$ cat src/rtl/contador_pkg.sv
// Shared types and defaults for the modulus-N up/down counter family.
package contador_pkg;

  typedef enum logic [1:0] {
    MODE_WRAP   = 2'd0,
    MODE_SAT    = 2'd1,
    MODE_BOUNCE = 2'd2,
    MODE_RSVD   = 2'd3
  } cnt_mode_t;

  localparam int NBITS_COUNT_DEFAULT = 8;

endpackage

$ cat src/rtl/contador_step.sv
// Combinational next-count computation for one enabled step, including the
// boundary handling of each mode. The caller supplies the effective direction.
module contador_step
  import contador_pkg::*;
#(
  parameter int NBITS = NBITS_COUNT_DEFAULT
) (
  input  logic [NBITS-1:0] count_i,
  input  logic [NBITS-1:0] modulus_i,
  input  cnt_mode_t        mode_i,
  input  logic             dir_i,
  output logic [NBITS-1:0] count_o,
  output logic             dir_o,
  output logic             event_o,
  output logic             up_event_o,
  output logic             down_event_o
);

  logic mod_zero;
  assign mod_zero = (modulus_i == '0);

  always_comb begin
    count_o      = count_i;
    dir_o        = dir_i;
    up_event_o   = 1'b0;
    down_event_o = 1'b0;
    if (dir_i) begin
      if (count_i < modulus_i) begin
        count_o = count_i + 1'b1;
      end else begin
        up_event_o = 1'b1;
        case (mode_i)
          MODE_SAT:    count_o = modulus_i;
          MODE_BOUNCE: begin
            count_o = mod_zero ? '0 : modulus_i - 1'b1;
            dir_o   = 1'b0;
          end
          default:     count_o = '0;
        endcase
      end
    end else begin
      // A count left above a freshly lowered modulus is pulled back silently.
      if (count_i > modulus_i) begin
        count_o = modulus_i;
      end else if (count_i != '0) begin
        count_o = count_i - 1'b1;
      end else begin
        down_event_o = 1'b1;
        case (mode_i)
          MODE_SAT:    count_o = '0;
          MODE_BOUNCE: begin
            count_o = mod_zero ? '0 : {{(NBITS-1){1'b0}}, 1'b1};
            dir_o   = 1'b1;
          end
          default:     count_o = modulus_i;
        endcase
      end
    end
  end

  assign event_o = up_event_o | down_event_o;

endmodule

$ cat src/rtl/contador_modn_updown.sv
// Loadable up/down counter with programmable modulus, wrap/saturate/bounce
// boundary modes, registered terminal-count pulse and sticky boundary flags.
module contador_modn_updown
  import contador_pkg::*;
#(
  parameter int                     NBITS_COUNT = NBITS_COUNT_DEFAULT,
  parameter logic [NBITS_COUNT-1:0] RESET_VALUE = '0
) (
  input  logic                   clk,
  input  logic                   reset,
  input  logic                   load,
  input  logic [NBITS_COUNT-1:0] Data_in,
  input  logic                   counter_on,
  input  logic                   count_up,
  input  logic [1:0]             mode,
  input  logic [NBITS_COUNT-1:0] Modulus,
  input  logic                   clear_flags,
  output logic [NBITS_COUNT-1:0] Count,
  output logic                   dir_o,
  output logic                   tc,
  output logic                   overflow_flag,
  output logic                   underflow_flag
);

  logic [NBITS_COUNT-1:0] count_q, count_d, step_count;
  logic                   dir_q, dir_d, step_dir;
  logic                   tc_q, tc_d;
  logic                   ovf_q, ovf_d, unf_q, unf_d;
  logic                   dir_eff, step_event, step_up_event, step_down_event;
  cnt_mode_t              mode_e;

  assign mode_e  = cnt_mode_t'(mode);
  assign dir_eff = (mode_e == MODE_BOUNCE) ? dir_q : count_up;

  contador_step #(
    .NBITS (NBITS_COUNT)
  ) u_step (
    .count_i      (count_q),
    .modulus_i    (Modulus),
    .mode_i       (mode_e),
    .dir_i        (dir_eff),
    .count_o      (step_count),
    .dir_o        (step_dir),
    .event_o      (step_event),
    .up_event_o   (step_up_event),
    .down_event_o (step_down_event)
  );

  always_comb begin
    count_d = count_q;
    dir_d   = dir_q;
    tc_d    = 1'b0;
    ovf_d   = clear_flags ? 1'b0 : ovf_q;
    unf_d   = clear_flags ? 1'b0 : unf_q;
    if (load) begin
      count_d = (Data_in > Modulus) ? Modulus : Data_in;
      dir_d   = count_up;
    end else if (counter_on) begin
      count_d = step_count;
      dir_d   = step_dir;
      tc_d    = step_event;
      // A boundary event outranks a simultaneous clear.
      if (step_up_event)   ovf_d = 1'b1;
      if (step_down_event) unf_d = 1'b1;
    end
  end

  always_ff @(posedge clk or posedge reset) begin
    if (reset) begin
      count_q <= RESET_VALUE;
      dir_q   <= 1'b1;
      tc_q    <= 1'b0;
      ovf_q   <= 1'b0;
      unf_q   <= 1'b0;
    end else begin
      count_q <= count_d;
      dir_q   <= dir_d;
      tc_q    <= tc_d;
      ovf_q   <= ovf_d;
      unf_q   <= unf_d;
    end
  end

  assign Count          = count_q;
  assign dir_o          = dir_q;
  assign tc             = tc_q;
  assign overflow_flag  = ovf_q;
  assign underflow_flag = unf_q;

endmodule

$ cat config.mk
export PLATFORM = sky130hd
export DESIGN_NAME = contador_modn_updown
export DESIGN_NICKNAME = d
export VERILOG_FILES = /design/src/rtl/contador_pkg.sv /design/src/rtl/contador_step.sv /design/src/rtl/contador_modn_updown.sv
export SDC_FILE = /design/constraint.sdc
export NUM_CORES = 1
export LEC_CHECK = 0
export BUFFER_PORTS_ARGS = -buffer_cell sky130_fd_sc_hd__buf_2
export CORE_MARGIN = 5
export CORE_UTILIZATION = 45
export CTS_CLUSTER_DIAMETER = 120
export CTS_CLUSTER_SIZE = 40
export DETAILED_ROUTE_END_ITERATION = 10
export GPL_ROUTABILITY_DRIVEN = 0
export PLACE_DENSITY_LB_ADDON = 0.08
export SLEW_MARGIN = 20
export SYNTH_ARGS = -nofsm -noshare
export SYNTH_HDL_FRONTEND = slang
export SYNTH_SLANG_ARGS = --single-unit
$ cat constraint.sdc
create_clock -name clk -period 3.1 [get_ports clk]
set_clock_uncertainty 0.2 [all_clocks]
set_input_delay 0.155 -clock clk [delete_from_list [all_inputs] [get_ports clk]]
set_output_delay 0.155 -clock clk [all_outputs]
set_load 0.005 [all_outputs]
Word-level counts from Yosys, hierarchy flattened
Index checks and enable logic that the tools add are counted.

Equal/unequal tests: 2. Add/sub/neg operators: 3. Muxes and demuxes: 35. Bitwise operators: 1. Order comparisons: 3. Reduce and logical (&&, ||, !) cells: 3.

Operator list (count): 2-to-1 mux 8 bit (8); one-hot mux 8 bit (2 select lines) (2); 2-to-1 mux 1 bit (25); greater-than comparator 8 bit (2); subtractor 8 x 1 -> 8 bit (second input constant) (2); adder 8 x 1 -> 8 bit (second input constant) (1); zero test 8 bit (1); < comparator 8 bit (1); nonzero test 8 bit (1); equality test 2 x 1 -> 1 bit (second input constant) (1); equality test 2 bit (second input constant) (1); nonzero test 2 bit (1); bitwise OR 1 bit (1).

Logic and storage cells: 52. Input bits: 24. Flip-flop bits (word level): 12.

Depth between registers and ports, before layout
Depth in word-level cells: 8. Gate-level depth with buffers: 9. Mapped depth without buffers: 8.

By module
From an unflattened synthesis, not the netlist that was laid out.

Cells, all modules: 256. Area total of the unflattened synthesis: 1956.9 µm².

By module, submodules not included: contador_step (area each 1054.8 µm², seq. area each 0.0 µm², instances 1, cells an instance 157); contador_modn_updown (area each 902.1 µm², seq. area each 301.5 µm², instances 1, cells an instance 99).

Least setup slack after synthesis
Ideal clock, no wire load.

Path type: register to register. Start point: reg count_q[5], in the netlist Count[5]. End point: reg count_q[7], in the netlist Count[7]. Clock period less this slack: 2.330 ns. Setup time: 0.118 ns. Path slack: 0.770 ns. Arrival time: 2.012 ns. Cell stages (with the launch flop): 8. Path through: dfrtp_1 > ha_1 > nand4_1 > nor2_1 > a211oi_1 > nor3_1 > a221o_1 > a21o_1.

Cells in the longest elaborated chain, start to end: 6. Elaborated cells on any way between the ends: 11. Those cells by class: add/sub (2); order compare (2); mux (6); reduce/logical (1).

RTL lines: from (decl) (line contador_modn_updown.sv:25) `logic [NBITS_COUNT-1:0] count_q, count_d, step_count;`; from (signal assigned) (line contador_modn_updown.sv:76) `count_q <= count_d;`; subtractor 8 x 1 -> 8 bit or nonzero test 8 bit (tied branches) (line contador_step.sv:46, contador_step.sv:45); 2-to-1 mux 8 bit (line contador_step.sv:45) `end else if (count_i != '0) begin`; 2-to-1 mux 8 bit (line contador_step.sv:43) `if (count_i > modulus_i) begin`; 2-to-1 mux 8 bit * (line contador_step.sv:27) `if (dir_i) begin`; 2-to-1 mux 8 bit * (line contador_modn_updown.sv:58) `end else if (counter_on) begin`; 2-to-1 mux 8 bit * (line contador_modn_updown.sv:55) `if (load) begin`.

Every way passes the cells marked *; elsewhere a longest branch is shown, timed or not. The select of a mux whose other input is x is not followed. A chain may end at the register's enable or synchronous reset.

Final worst setup path
Ends and elaborated chain as after synthesis.

==> impl_metrics.xml <==
<?xml version="1.0" encoding="UTF-8"?>
<metrics>
  <group name="sta">
    <metric name="worst_slew_pin_slew" unit="ns">0.571</metric>
    <metric name="unrepaired_setup_endpoints_after_global_routing" unit="">false</metric>
    <metric name="final_report_hold_violation_count" unit="">0</metric>
    <metric name="finalCritPeriodShare" unit="">0.861</metric>
    <metric name="max_clock_freq" unit="MHz">375</metric>
    <metric name="totalNegativeSetupSlack" unit="ns">0</metric>
    <metric name="max_slew_margin" unit="">0.617</metric>
    <metric name="setup_viol" unit="">0</metric>
    <metric name="final_period_minus_worst_setup_slack" unit="ns">2.67</metric>
    <metric name="slew_violations" unit="">0</metric>
  </group>
  <group name="floorplan">
    <metric name="initial_core_util" unit="">0.457</metric>
    <metric name="rows" unit="">24</metric>
    <metric name="placeableCoreArea" unit="µm²">4260</metric>
    <metric name="die_w" unit="µm">75.8</metric>
    <metric name="die_h" unit="µm">75.8</metric>
    <metric name="ios" unit="">36</metric>
    <metric name="die_outline_area" unit="µm²">5740</metric>
  </group>
  <group name="status">
    <metric name="outcome" unit="">complete, no violations</metric>
  </group>
  <group name="clocking">
    <metric name="root_buffer" unit="">sky130_fd_sc_hd__clkbuf_8</metric>
    <metric name="tritoncts" unit="">done</metric>
    <metric name="clk_pin_slew_worst_paths" unit="ns">0.06</metric>
    <metric name="cts_num_sinks" unit="">12</metric>
    <metric name="cts_made_buffers" unit="">3</metric>
    <metric name="ctsResizeCount" unit="">0</metric>
    <metric name="htree_num_levels" unit="">1</metric>
    <metric name="clkLatencyLatePin" unit="ns">0.25</metric>
    <metric name="clock_tree_buf_depth" unit="">2</metric>
  </group>
  <group name="synthesis">
    <metric name="synthCells" unit="">252</metric>
    <metric name="area_leader_netlist" unit="">sky130_fd_sc_hd__ha_1</metric>
    <metric name="synth_largest_type_area_fraction" unit="">0.148</metric>
    <metric name="syn_avg_cell_area" unit="µm²">7.73</metric>
    <metric name="yosys-top-cells-area" unit="">sky130_fd_sc_hd__ha_1 (15%), sky130_fd_sc_hd__dfrtp_1 (14%), sky130_fd_sc_hd__inv_1 (4.2%), sky130_fd_sc_hd__nand2_1 (3.9%), sky130_fd_sc_hd__o21ai_0 (3.9%)</metric>
    <metric name="synthFlopType" unit="">sky130_fd_sc_hd__dfrtp_1</metric>
    <metric name="seq_area_frac_synth" unit="">0.155</metric>
    <metric name="ys_seq_elements" unit="">12</metric>
    <metric name="async_s_r_ff_share_synth" unit="">1.00</metric>
    <metric name="netlist-cell-type-count" unit="">64</metric>
    <metric name="synth_nets" unit="">299</metric>
    <metric name="synthesis.area" unit="µm²">1950</metric>
    <metric name="ys_warn_count" unit="">0</metric>
    <metric name="synth-edff-count" unit="">0</metric>
  </group>
  <group name="critical_path">
    <metric name="critPathLaunch" unit="">Count[5]$_DFFE_PP0P_</metric>
    <metric name="cp_slowest_stage_delay" unit="ns">0.55</metric>
    <metric name="crit-reg2reg-launch" unit="">Count[5]$_DFFE_PP0P_</metric>
    <metric name="element_type_at_the_critical_path_end" unit="">flop</metric>
    <metric name="worst-setup-path-type" unit="">reg -&gt; reg</metric>
    <metric name="sort_of_element_at_the_start_of_the_critical_path" unit="">flop</metric>
    <metric name="ff2ff_setup_slack" unit="ns">0.43</metric>
    <metric name="cp.required" unit="ns">3.04</metric>
    <metric name="slowest_stage" unit="">sky130_fd_sc_hd__dfrtp_1</metric>
    <metric name="worst_path_fanout_max" unit="">8</metric>
    <metric name="critPathArrivalTime" unit="ns">2.60</metric>
    <metric name="path_cells" unit="">ha_1 &gt; nand4_1 &gt; nor2_1 &gt; a211oi_1 &gt; nor3_1 &gt; a221o_1 &gt; a21o_1</metric>
  </group>
  <group name="place">
    <metric name="dpl.cell_count" unit="">336</metric>
    <metric name="dp_hpwl" unit="mm">5.08</metric>
    <metric name="place.port_buffers" unit="">35</metric>
  </group>
  <group name="grt">
    <metric name="grt_start_max_net_pins" unit="">16</metric>
    <metric name="grt_first_pass_wirelength" unit="mm">9.96</metric>
    <metric name="grt-ovfl-total" unit="">0</metric>
    <metric name="grt_antenna_before_repair" unit="">0</metric>
    <metric name="grt.total_usage" unit="">0.234</metric>
    <metric name="grt_pass1_vias" unit="">1963</metric>
  </group>
  <group name="drt">
    <metric name="wl_per_cell" unit="µm">18.7</metric>
    <metric name="routed_wire_length" unit="mm">6.43</metric>
    <metric name="route.detailed.drc" unit="">0</metric>
    <metric name="detailedRoute.firstPassIterationCount" unit="">5</metric>
    <metric name="via_density_per_instance" unit="">6.30</metric>
    <metric name="remaining_antenna_violation_count_after_routing" unit="">0</metric>
    <metric name="vias" unit="">2161</metric>
    <metric name="first_iter_violations" unit="">269</metric>
  </group>
  <group name="finish">
    <metric name="layout_nets" unit="">339</metric>
    <metric name="layout-drive-gt1-share" unit="">0.223</metric>
    <metric name="layoutNonFillerInstCount" unit="">343</metric>
    <metric name="syn2layout_area_growth" unit="%">17.1</metric>
    <metric name="insertedDiodeCount" unit="">0</metric>
  </group>
  <group name="power">
    <metric name="leakagePower" unit="nW">1.00</metric>
    <metric name="max-vdd-ir-drop" unit="mV">0.309</metric>
    <metric name="power_density" unit="nW/µm²">409</metric>
  </group>
  <group name="run">
    <metric name="cap_violations" unit="">0</metric>
  </group>
  <group name="worst_hold_path">
    <metric name="hp-start" unit="">Modulus[1]</metric>
    <metric name="hold_class" unit="">in -&gt; reg</metric>
  </group>
</metrics>
[registers in the layout, indices dropped and copies added (netlist names)]
name / cells
dir_o: 1
tc: 1
overflow_flag: 1
underflow_flag: 1
Count: 8
[Yosys cell counts (4+ instances only)]
library cell,count
sky130_fd_sc_hd__a211oi_1,4
sky130_fd_sc_hd__nand3_1,9
sky130_fd_sc_hd__dfrtp_1,11
sky130_fd_sc_hd__nor4_1,6
sky130_fd_sc_hd__nand4_1,9
sky130_fd_sc_hd__buf_2,5
sky130_fd_sc_hd__ha_1,23
sky130_fd_sc_hd__nor2_1,15
sky130_fd_sc_hd__clkbuf_1,4
sky130_fd_sc_hd__a31oi_1,6
sky130_fd_sc_hd__xnor2_1,8
sky130_fd_sc_hd__o21ai_0,15
sky130_fd_sc_hd__inv_1,22
sky130_fd_sc_hd__nor3_1,9
sky130_fd_sc_hd__a21oi_1,11
sky130_fd_sc_hd__nand2_1,20
sky130_fd_sc_hd__mux2_2,5
[stage by stage]
step	util	setup WS (ns)	instance area, µm²	hold WS, ns	power, mW
floorplan	-	0.770	1950	-0.181	0.572
finish	0.535	0.432	2280	0.0686	0.931
global route	0.535	0.120	2280	0.0785	0.998
detailed placement	0.515	0.469	2190	-0.0132	0.742
global placement	0.515	0.448	2190	-0.00383	0.750
CTS	0.535	0.454	2280	0.0752	0.923
[final timing paths]
| kind | end | depth (start not counted) |
|---|---|---|
| setup / recovery | Count[7]$_DFFE_PP0P_ | 7 |
| hold / removal | Count[1]$_DFFE_PP0P_ | 3 |
| setup reg to reg | Count[7]$_DFFE_PP0P_ | 7 |
| hold reg to reg | overflow_flag$_DFF_PP0_ | 2 |
| max in group asynchronous | dir_o$_DFFE_PP1P_ | 3 |
| min in group asynchronous | Count[2]$_DFFE_PP0P_ | 3 |
[cells by family after synthesis]
| logic type | after synthesis | synth area share |
|---|---|---|
| simple gates | 91 | 0.263 |
| compound gates | 74 | 0.271 |
| buf+inv | 33 | 0.0694 |
| fa+ha+maj | 23 | 0.148 |
| flops | 12 | 0.155 |
| xor+xnor | 11 | 0.0495 |
| mux | 8 | 0.0443 |
[worst max-delay path: cells and delay by family (launching register included)]
kind                       cells  cell delay (ns)
AOI/OAI and AO/OA              3             0.97
adders and majority gates      1             0.32
and+or+nand+nor                3             0.51
DFF                            1             0.55
[power breakdown]
group	switching [mW]	total [mW]	internal, mW
combinational	0.318	0.536	0.218
clock	0.0641	0.177	0.113
sequential	0.0366	0.219	0.182
[area by class of cell]
cell class | instances | area [µm²]
sequential | 12 | 302
inverter | 22 | 82.6
timing repair buffer | 46 | 265
fill | 404 | 1980
multi-input combinational | 207 | 1510
clock buffer | 4 | 55.1
tap | 52 | 65.1
[layout by cell type, fill, tap and decap left out, types with 3 or more instances in the layout]
master	n
sky130_fd_sc_hd__nand4_1	9
sky130_fd_sc_hd__xnor2_1	8
sky130_fd_sc_hd__dlygate4sd3_1	3
sky130_fd_sc_hd__nor4_1	6
sky130_fd_sc_hd__nand2b_1	3
sky130_fd_sc_hd__mux2_2	5
sky130_fd_sc_hd__dfrtp_1	11
sky130_fd_sc_hd__buf_4	8
sky130_fd_sc_hd__inv_1	22
sky130_fd_sc_hd__a211oi_1	4
sky130_fd_sc_hd__a21oi_1	11
sky130_fd_sc_hd__ha_1	23
sky130_fd_sc_hd__o22ai_1	3
sky130_fd_sc_hd__nor3_1	9
sky130_fd_sc_hd__nand3_1	9
sky130_fd_sc_hd__nor2b_1	3
sky130_fd_sc_hd__nand2_1	20
sky130_fd_sc_hd__a31oi_1	6
sky130_fd_sc_hd__clkbuf_8	4
sky130_fd_sc_hd__nor2_1	15
sky130_fd_sc_hd__buf_2	35
sky130_fd_sc_hd__xor2_1	3
sky130_fd_sc_hd__o21ai_0	15
sky130_fd_sc_hd__mux2i_1	3
[repair_timing]
item / in CTS / in global routing
hold buffers: 3 / 0
buffers inserted: 0 / 0
hold endpoints to repair: 14 / 0
[routing by layer]
layer	part of all wire	wire length (µm)	track usage
met1	0.42	2710	0.319
met2	0.46	2940	0.363
met3	0.082	528	0.0462
met4	0.039	249	0.0893
met5	0	0	0
Note: power is estimated with default switching activity, not from simulation.
